--- config.mk ---
export PLATFORM = sky130hd
export DESIGN_NAME = iagc_controller
export DESIGN_NICKNAME = d
export VERILOG_FILES = /design/src/rtl/iagc_controller.sv
export SDC_FILE = /design/constraint.sdc
export NUM_CORES = 1
export LEC_CHECK = 0
export ABC_CLOCK_PERIOD_IN_PS = 3500
export CORE_MARGIN = 3
export CORE_UTILIZATION = 55
export DETAILED_ROUTE_END_ITERATION = 6
export PLACE_DENSITY = 0.82
export SYNTH_ARGS = -nofsm -noshare
export SYNTH_HDL_FRONTEND = slang
export SYNTH_SLANG_ARGS = --single-unit
--- constraint.sdc ---
create_clock -name i_clock -period 3.5 [get_ports i_clock]
set_clock_uncertainty 0.1 [all_clocks]
set_input_delay 0.7 -clock i_clock [delete_from_list [all_inputs] [get_ports i_clock]]
set_output_delay 0.7 -clock i_clock [all_outputs]
set_load 0.01 [all_outputs]
--- src/rtl/iagc_controller.sv ---
// ---------------------------------------------------------------------------
// iagc_controller
//
// Purpose:
//   Automatic gain control sequencer for the amplitude_detector loop. After
//   reset it waits a fixed number of cycles (RESET), then waits for the
//   detector's first update (INIT). If that update does not arrive, it stops
//   in FAULT with a sticky error flag. Once in IDLE, every detector update
//   whose error lies outside the deadband starts a one-cycle ADJUST. ADJUST
//   moves the gain by GAIN_STEP against the sign of the error and saturates
//   at the ends of the gain range.
//
// Ports:
//   i_clock          single clock, rising edge
//   i_resetN         asynchronous active-low reset
//   i_enable         permits gain adjustment while IDLE
//   i_restart        synchronous request to re-run the RESET/INIT sequence
//   i_update         one-cycle pulse: new amplitude values available
//   i_errorAmplitude two's-complement error (measured minus reference)
//   o_iagcStatus     registered state code, feeds amplitude_detector
//   o_gain           registered unsigned gain word
//   o_gainValid      one-cycle pulse on the edge that leaves ADJUST
//   o_error          sticky init-timeout flag
//   o_locked         lock indication (constant 0 unless lock detect built in)
//
// Build option:
//   IAGC_LOCK_DETECT_EN - when defined, o_locked asserts after LOCK_COUNT
//   consecutive in-deadband updates in IDLE. It clears on any ADJUST, on
//   restart, or on reset.
// ---------------------------------------------------------------------------
module iagc_controller #(
  parameter int IAGC_STATUS_SIZE    = 4,
  parameter int AMPLITUDE_DATA_SIZE = 16,
  parameter int GAIN_SIZE           = 8,
  parameter int RESET_CYCLES        = 4,
  parameter int INIT_TIMEOUT        = 32,
  parameter int DEADBAND            = 8,
  parameter int GAIN_STEP           = 4,
  parameter int GAIN_INIT           = 128,
  parameter int LOCK_COUNT          = 3
) (
  input  logic                           i_clock,
  input  logic                           i_resetN,
  input  logic                           i_enable,
  input  logic                           i_restart,
  input  logic                           i_update,
  input  logic [AMPLITUDE_DATA_SIZE-1:0] i_errorAmplitude,
  output logic [IAGC_STATUS_SIZE-1:0]    o_iagcStatus,
  output logic [GAIN_SIZE-1:0]           o_gain,
  output logic                           o_gainValid,
  output logic                           o_error,
  output logic                           o_locked
);

  typedef enum logic [3:0] {
    ST_RESET  = 4'b0000,
    ST_INIT   = 4'b0001,
    ST_IDLE   = 4'b0010,
    ST_ADJUST = 4'b0011,
    ST_FAULT  = 4'b1111
  } state_t;

  localparam int CNT_MAX = (RESET_CYCLES > INIT_TIMEOUT) ? RESET_CYCLES : INIT_TIMEOUT;
  localparam int CNT_W   = $clog2(CNT_MAX + 1);
  localparam int AW      = AMPLITUDE_DATA_SIZE + 1;

  localparam logic [AW-1:0]        LP_DEADBAND = AW'(DEADBAND);
  localparam logic [GAIN_SIZE:0]   LP_STEP     = (GAIN_SIZE + 1)'(GAIN_STEP);
  localparam logic [GAIN_SIZE:0]   LP_GMAX     = {1'b0, {GAIN_SIZE{1'b1}}};
  localparam logic [GAIN_SIZE-1:0] LP_GINIT    = GAIN_SIZE'(GAIN_INIT);

  state_t               r_state;
  logic [CNT_W-1:0]     r_cnt;
  logic [GAIN_SIZE-1:0] r_gain;
  logic                 r_gainValid;
  logic                 r_error;
  logic                 r_dirUp;

`ifdef IAGC_LOCK_DETECT_EN
  localparam int LK_W = $clog2(LOCK_COUNT + 1);
  logic [LK_W-1:0]      r_lockCnt;
  logic                 r_locked;
`endif

  logic                 w_errNeg;
  logic [AW-1:0]        w_errExt;
  logic [AW-1:0]        w_errMag;
  logic                 w_outside;
  logic [GAIN_SIZE:0]   w_gainExt;
  logic [GAIN_SIZE:0]   w_gainUp;
  logic [GAIN_SIZE-1:0] w_gainNext;

  // The magnitude uses one extra bit so that the most negative input has a
  // representable absolute value. That value counts as a large negative error.
  always_comb begin
    w_errNeg  = i_errorAmplitude[AMPLITUDE_DATA_SIZE-1];
    w_errExt  = {w_errNeg, i_errorAmplitude};
    w_errMag  = w_errNeg ? (~w_errExt + AW'(1)) : w_errExt;
    w_outside = (w_errMag > LP_DEADBAND);
  end

  // Saturating step, computed one bit wider than the gain word.
  always_comb begin
    w_gainExt  = {1'b0, r_gain};
    w_gainUp   = w_gainExt + LP_STEP;
    w_gainNext = r_gain;
    if (r_dirUp) begin
      if (w_gainUp > LP_GMAX) begin
        w_gainNext = '1;
      end else begin
        w_gainNext = GAIN_SIZE'(w_gainUp);
      end
    end else begin
      if (w_gainExt < LP_STEP) begin
        w_gainNext = '0;
      end else begin
        w_gainNext = GAIN_SIZE'(w_gainExt - LP_STEP);
      end
    end
  end

  always_ff @(posedge i_clock or negedge i_resetN) begin
    if (!i_resetN) begin
      r_state     <= ST_RESET;
      r_cnt       <= '0;
      r_gain      <= LP_GINIT;
      r_gainValid <= 1'b0;
      r_error     <= 1'b0;
      r_dirUp     <= 1'b0;
`ifdef IAGC_LOCK_DETECT_EN
      r_lockCnt   <= '0;
      r_locked    <= 1'b0;
`endif
    end else begin
      r_gainValid <= 1'b0;
      if (i_restart) begin
        // Restart takes priority over any update in the same cycle. It also
        // drops a gain change that is pending in ADJUST.
        r_state <= ST_RESET;
        r_cnt   <= '0;
        r_gain  <= LP_GINIT;
        r_error <= 1'b0;
`ifdef IAGC_LOCK_DETECT_EN
        r_lockCnt <= '0;
        r_locked  <= 1'b0;
`endif
      end else begin
        case (r_state)
          ST_RESET: begin
            if (r_cnt == CNT_W'(RESET_CYCLES - 1)) begin
              r_state <= ST_INIT;
              r_cnt   <= '0;
            end else begin
              r_cnt <= r_cnt + CNT_W'(1);
            end
          end
          ST_INIT: begin
            if (i_update) begin
              r_state <= ST_IDLE;
              r_cnt   <= '0;
            end else if (r_cnt == CNT_W'(INIT_TIMEOUT - 1)) begin
              r_state <= ST_FAULT;
              r_error <= 1'b1;
              r_cnt   <= '0;
            end else begin
              r_cnt <= r_cnt + CNT_W'(1);
            end
          end
          ST_IDLE: begin
            if (i_update) begin
              if (i_enable && w_outside) begin
                // Store the direction now. The gain changes on the exit edge.
                r_state <= ST_ADJUST;
                r_dirUp <= w_errNeg;
`ifdef IAGC_LOCK_DETECT_EN
                r_lockCnt <= '0;
                r_locked  <= 1'b0;
`endif
              end
`ifdef IAGC_LOCK_DETECT_EN
              else if (!w_outside) begin
                if (r_lockCnt < LK_W'(LOCK_COUNT)) begin
                  r_lockCnt <= r_lockCnt + LK_W'(1);
                end
                if (r_lockCnt >= LK_W'(LOCK_COUNT - 1)) begin
                  r_locked <= 1'b1;
                end
              end
`endif
            end
          end
          ST_ADJUST: begin
            r_gain      <= w_gainNext;
            r_gainValid <= 1'b1;
            r_state     <= ST_IDLE;
          end
          ST_FAULT: begin
            r_state <= ST_FAULT;
          end
          default: begin
            r_state <= ST_RESET;
            r_cnt   <= '0;
          end
        endcase
      end
    end
  end

  assign o_iagcStatus = IAGC_STATUS_SIZE'(r_state);
  assign o_gain       = r_gain;
  assign o_gainValid  = r_gainValid;
  assign o_error      = r_error;
`ifdef IAGC_LOCK_DETECT_EN
  assign o_locked     = r_locked;
`else
  assign o_locked     = 1'b0;
`endif

endmodule

Word level (Yosys, flattened, before mapping)
Cells that the tools add are included.

word-level totals
  flip-flop bits (word level) = 21
  output and inout bits = 15
  word-level logic and storage cells = 60

cells by class
  add/sub/neg operators = 4
  $lt $le $gt $ge = 3
  equal/unequal tests = 12
  muxes and demuxes = 24
  bitwise logic cells = 2
  reductions and logical operators = 9

operator list
  cell                                                                              count
  8-bit two-way mux                                                                 5
  4-bit two-way mux                                                                 6
  6-bit two-way mux                                                                 4
  4-bit case mux with 5 select lines                                                1
  6-bit case mux with 3 select lines                                                1
  17-bit by 1-bit adder with 17-bit output, second input constant                   1
  17-bit by 4-bit greater-than comparator with 1-bit output, second input constant  1
  17-bit two-way mux                                                                1
  17-bit NOT                                                                        1
  8-bit by 3-bit adder with 9-bit output, second input constant                     1
  9-bit by 8-bit greater-than comparator with 1-bit output, second input constant   1
  3-bit != test, second input constant                                              3
  4-bit by 2-bit == test with 1-bit output, second input constant                   2
  8-bit by 3-bit less-than comparator with 1-bit output, second input constant      1
  4-bit AND reduction                                                               2
  8-bit by 3-bit subtractor with 8-bit output, second input constant                1
  6-bit by 1-bit adder with 6-bit output, second input constant                     1
  6-bit by 2-bit == test with 1-bit output, second input constant                   1
  6-bit by 5-bit == test with 1-bit output, second input constant                   1
  1-bit two-way mux                                                                 6
  2-bit nonzero test                                                                3
  4-bit by 1-bit == test with 1-bit output, second input constant                   1
  4-bit == test, second input constant                                              1
  4-bit logical NOT                                                                 1
  7 further kinds                                                                   7

Depth between registers and ports, before layout
  depth in word-level cells = 9
  mapped depth = 9
  gate-level depth less buffers = 9

Worst setup path after synthesis
No wires, ideal clock.

  kind = input port to flip-flop
  start = in i_errorAmplitude[0]
  end = reg r_dirUp
  arrival = 2.720 ns
  path slack = 0.555 ns
  stages = 9
  path buffers = 0
  cells stage by stage = inv_1 -> ha_1 -> nor3b_4 -> nand3_2 -> nor4_2 -> o31ai_1 -> or4_1 -> o2111a_1 -> mux2_4

on the way
  word-level cells in the longest chain between the ends = 6

ends and longest elaborated chain
  what                                                           RTL line  source
  start, declared                                                47        input logic [AMPLITUDE_DATA_SIZE-1:0] i_errorAmplitude,
  17-bit NOT                                                     98        w_errMag = w_errNeg ? (~w_errExt + AW'(1)) : w_errExt;
  17-bit by 1-bit adder with 17-bit output                       98
  17-bit two-way mux (*)                                         98
  17-bit by 4-bit greater-than comparator with 1-bit output (*)  99        w_outside = (w_errMag > LP_DEADBAND);
  1-bit logical AND (*)                                          171       if (i_enable && w_outside) begin
  4-bit AND reduction (no source line) (*)                       --
  end signal, assigned                                           174       r_dirUp <= w_errNeg;
  end, declared                                                  77        logic r_dirUp;

Every way passes the cells marked *; elsewhere a longest branch is shown, timed or not.
A chain may end at the register's enable or synchronous reset.

Worst setup path in the final report
Ends and elaborated chain as after synthesis.

==> impl_metrics.py <==
metrics = {
    "layout": {
        "nFillCells": 237,
        "utilization": 0.753,
        "layout-drive-gt1-share": 0.115,
        "antenna_cells": 0,
        "postLayoutCellArea_um2": 2160,
        "syn2layout_area_growth_pct": 25.3,
        "nets": 279,
    },
    "floorplanning": {
        "dieArea_um2": 3850,
        "io_pins": 36,
        "core_um2": 2880,
        "start_util": 0.601,
        "num_rows": 19,
        "fp.dieW_um": 62.1,
        "die_h_um": 62.1,
    },
    "job": {
        "drv_cap": 0,
    },
    "synthesis": {
        "yosys.area_share.simple": 0.323,
        "synth_xor_area_frac": 0.0304,
        "synth_cells": 216,
        "ys_warn_count": 0,
        "synth_ff_type": "dfrtp_1",
        "yosysSeqAreaShare": 0.276,
        "ys_seq_elements": 19,
        "synth_top_area_cell": "dfrtp_1",
        "synth_top_family_by_area": "simple AND/OR/NAND/NOR gates",
        "synthDominantCellAreaShare": 0.261,
        "synth_fp_nets": 242,
        "async_flop_share": 1.00,
        "ys_types": 55,
        "syn_area_um2": 1730,
        "synth_area_leaders": "dfrtp_1 (26%), o21ai_0 (6.7%), ha_1 (3.6%)",
        "synth_edf_count": 0,
        "synth_area_per_cell_um2": 8.00,
        "synth_common_cells": "o21ai_0 (23), dfrtp_1 (18), nand2_1 (15), nor2_1 (14)",
        "synth-compound-area-share": 0.242,
        "muxShareOfSynthArea": 0.0217,
        "synth.most_common_cell": "o21ai_0",
        "synthAdderAreaFrac": 0.0362,
    },
    "detailed_routing": {
        "ant_nets": 0,
        "vias": 1816,
        "viasPerCell": 6.18,
        "firstDrtPassIters": 5,
        "finalWirelength_um": 4390,
        "drc": 0,
        "wl_per_cell_um": 14.9,
        "first_iter_violations": 284,
    },
    "cts": {
        "cts.sinks": 19,
        "tritoncts": "yes",
        "postCtsHoldBufs": 0,
        "clkLatencyLatePin_ps": 320,
        "clockRootBuffer": "clkbuf_4",
        "clk_pin_slew_ps": 130,
        "postCtsSetupRepairBufs": 0,
        "clock_path_buffers": 2,
        "ctsResizeCount": 0,
        "cts_made_buffers": 3,
        "htree_levels": 1,
    },
    "global_route": {
        "grt_pass1_wl_um": 7190,
        "grt_overflow": 0,
        "grt_pass1_vias": 1611,
        "grt_max_degree": 20,
        "antenna_found_initial": 0,
        "gr-usage-all-layers": 0.247,
    },
    "placed_design": {
        "io_buffers": 34,
        "place.gp.congestion": 0.965,
        "place_hpwl_um": 3390,
        "place_area_um2": 2140,
    },
    "power": {
        "leakage_nw": 0.868,
        "p_total_uw": 720,
        "ir_worst_vdd_mv": 0.346,
        "pwr_density_cell_nw_per_um2": 332,
    },
    "timing": {
        "period_share": 0.909,
        "fin_tns_setup_ps": 0,
        "finalSetupViolations": 0,
        "finalMaxSlewViolations": 0,
        "slew_headroom": 0.441,
        "fmax_ghz": 0.314,
        "finalCriticalPeriod_ps": 3180,
        "rsz0062_at_grt": "no",
        "worst_pin_slew_ps": 835,
        "hold_violations": 0,
    },
    "setup_path": {
        "worstPathMaxFanout": 5,
        "criticalPathCategory": "input pin to flip-flop",
        "cp.required_ps": 3620,
        "startpoint_type": "input pin",
        "r2r_slack_ps": 1220,
        "worstPathArrival_ps": 3300,
        "endpoint_kind": "flip-flop",
    },
    "min_path": {
        "min_path_type": "flip-flop to flip-flop",
    },
    "status": {
        "status": "complete, no violations",
    },
}
==> worst max-delay path: stages <==
cell and delay [ps]:
clkdlybuf4s50_1 420, inv_1 60, ha_1 180, nor3b_4 330, nand3_2 130, nor4_2 260, o31ai_1 100, or4_1 550
o2111a_1 270, mux2_4 300
==> kinds of logic (layout without fill, tap and decap cells) <==
family	count (synthesis)	in the layout
AO/OA/AOI/OAI	63	63
XOR/XNOR	6	6
adder cells (fa/ha/maj)	5	5
buffers and inverters	26	62
flip-flops	19	19
multiplexers	3	3
other	1	1
AND/OR/NAND/NOR	93	93
==> through the flow <==
step	hold slack [ps]	instances	worst slack, ps
5_1_grt	489	294	134
2_1_floorplan	304	216	555
4_1_cts	441	294	320
6_report	446	294	318
3_5_place_dp	421	290	4.04
3_3_place_gp	392	290	79.6
==> area by class of cell <==
cell class / instances / area, um2 / area share
Tap cell: 42 / 52.6 / 0.0243
Sequential cell: 19 / 477 / 0.220
Multi-Input combinational cell: 171 / 1130 / 0.523
Timing Repair Buffer: 46 / 430 / 0.199
Clock buffer: 3 / 22.5 / 0.0104
Clock inverter: 1 / 5.00 / 0.00231
Inverter: 12 / 45.0 / 0.0208
==> sequential cells by signal (all words and copies together) (netlist names) <==
register / cells
o_gain: 7
r_cnt: 6
o_iagcStatus: 3
o_error: 1
o_gainValid: 1
r_dirUp: 1
==> cell usage in the layout, fill, tap and decap left out, types with 2 or more instances in the layout <==
master           synthesis  layout
a211oi_1                 2       2
a21oi_1                 11      11
a22o_1                   3       3
a31o_2                   2       2
a32o_1                   2       2
and2_1                   3       3
and3_1                   4       4
buf_4                    4      12
clkbuf_4                 1       3
clkdlybuf4s50_1          0      34
dfrtp_1                 18      18
ha_1                     5       5
inv_1                   12      12
mux2_2                   2       2
nand2_1                 15      15
nand2b_1                 2       2
nand3_1                 11      11
nand3b_1                 2       2
nand4_1                  4       4
nor2_1                  14      14
nor2b_1                  5       5
nor3_1                  12      12
nor3b_1                  2       2
nor4_1                   4       4
nor4_4                   2       2
nor4b_1                  3       3
o2111a_1                 3       3
o211ai_1                 2       2
o21ai_0                 23      23
o22ai_1                  3       3
o31ai_1                  3       3
or4_1                    2       2
xnor2_1                  3       3
xor2_1                   3       3
==> per-layer routing <==
metal / wire length [um] / vias up / global-route usage
met5: 0 / - / 0
met4: 59 / 0 / 0.0455
met3: 316 / 8 / 0.0455
met2: 2080 / 71 / 0.401
met1: 1930 / 855 / 0.345
li1: - / 882 / -
==> worst paths after layout <==
check	start	cells past startpoint	to
worst max-delay path	i_errorAmplitude[0]	10	r_dirUp
worst min-delay path	o_error	2	o_error
worst max register to register	o_gain[4]	7	o_gain[3]
worst min register to register	o_error	2	o_error
max in group asynchronous	i_resetN	1	o_error
min in group asynchronous	i_resetN	1	o_gain[5]
==> where the power goes <==
part           total [mW]  internal (mW)  switching (mW)
Clock               0.119         0.0428          0.0766
Combinational       0.297          0.147           0.150
Sequential          0.303          0.247          0.0560
(Power assumes the default switching activity.)
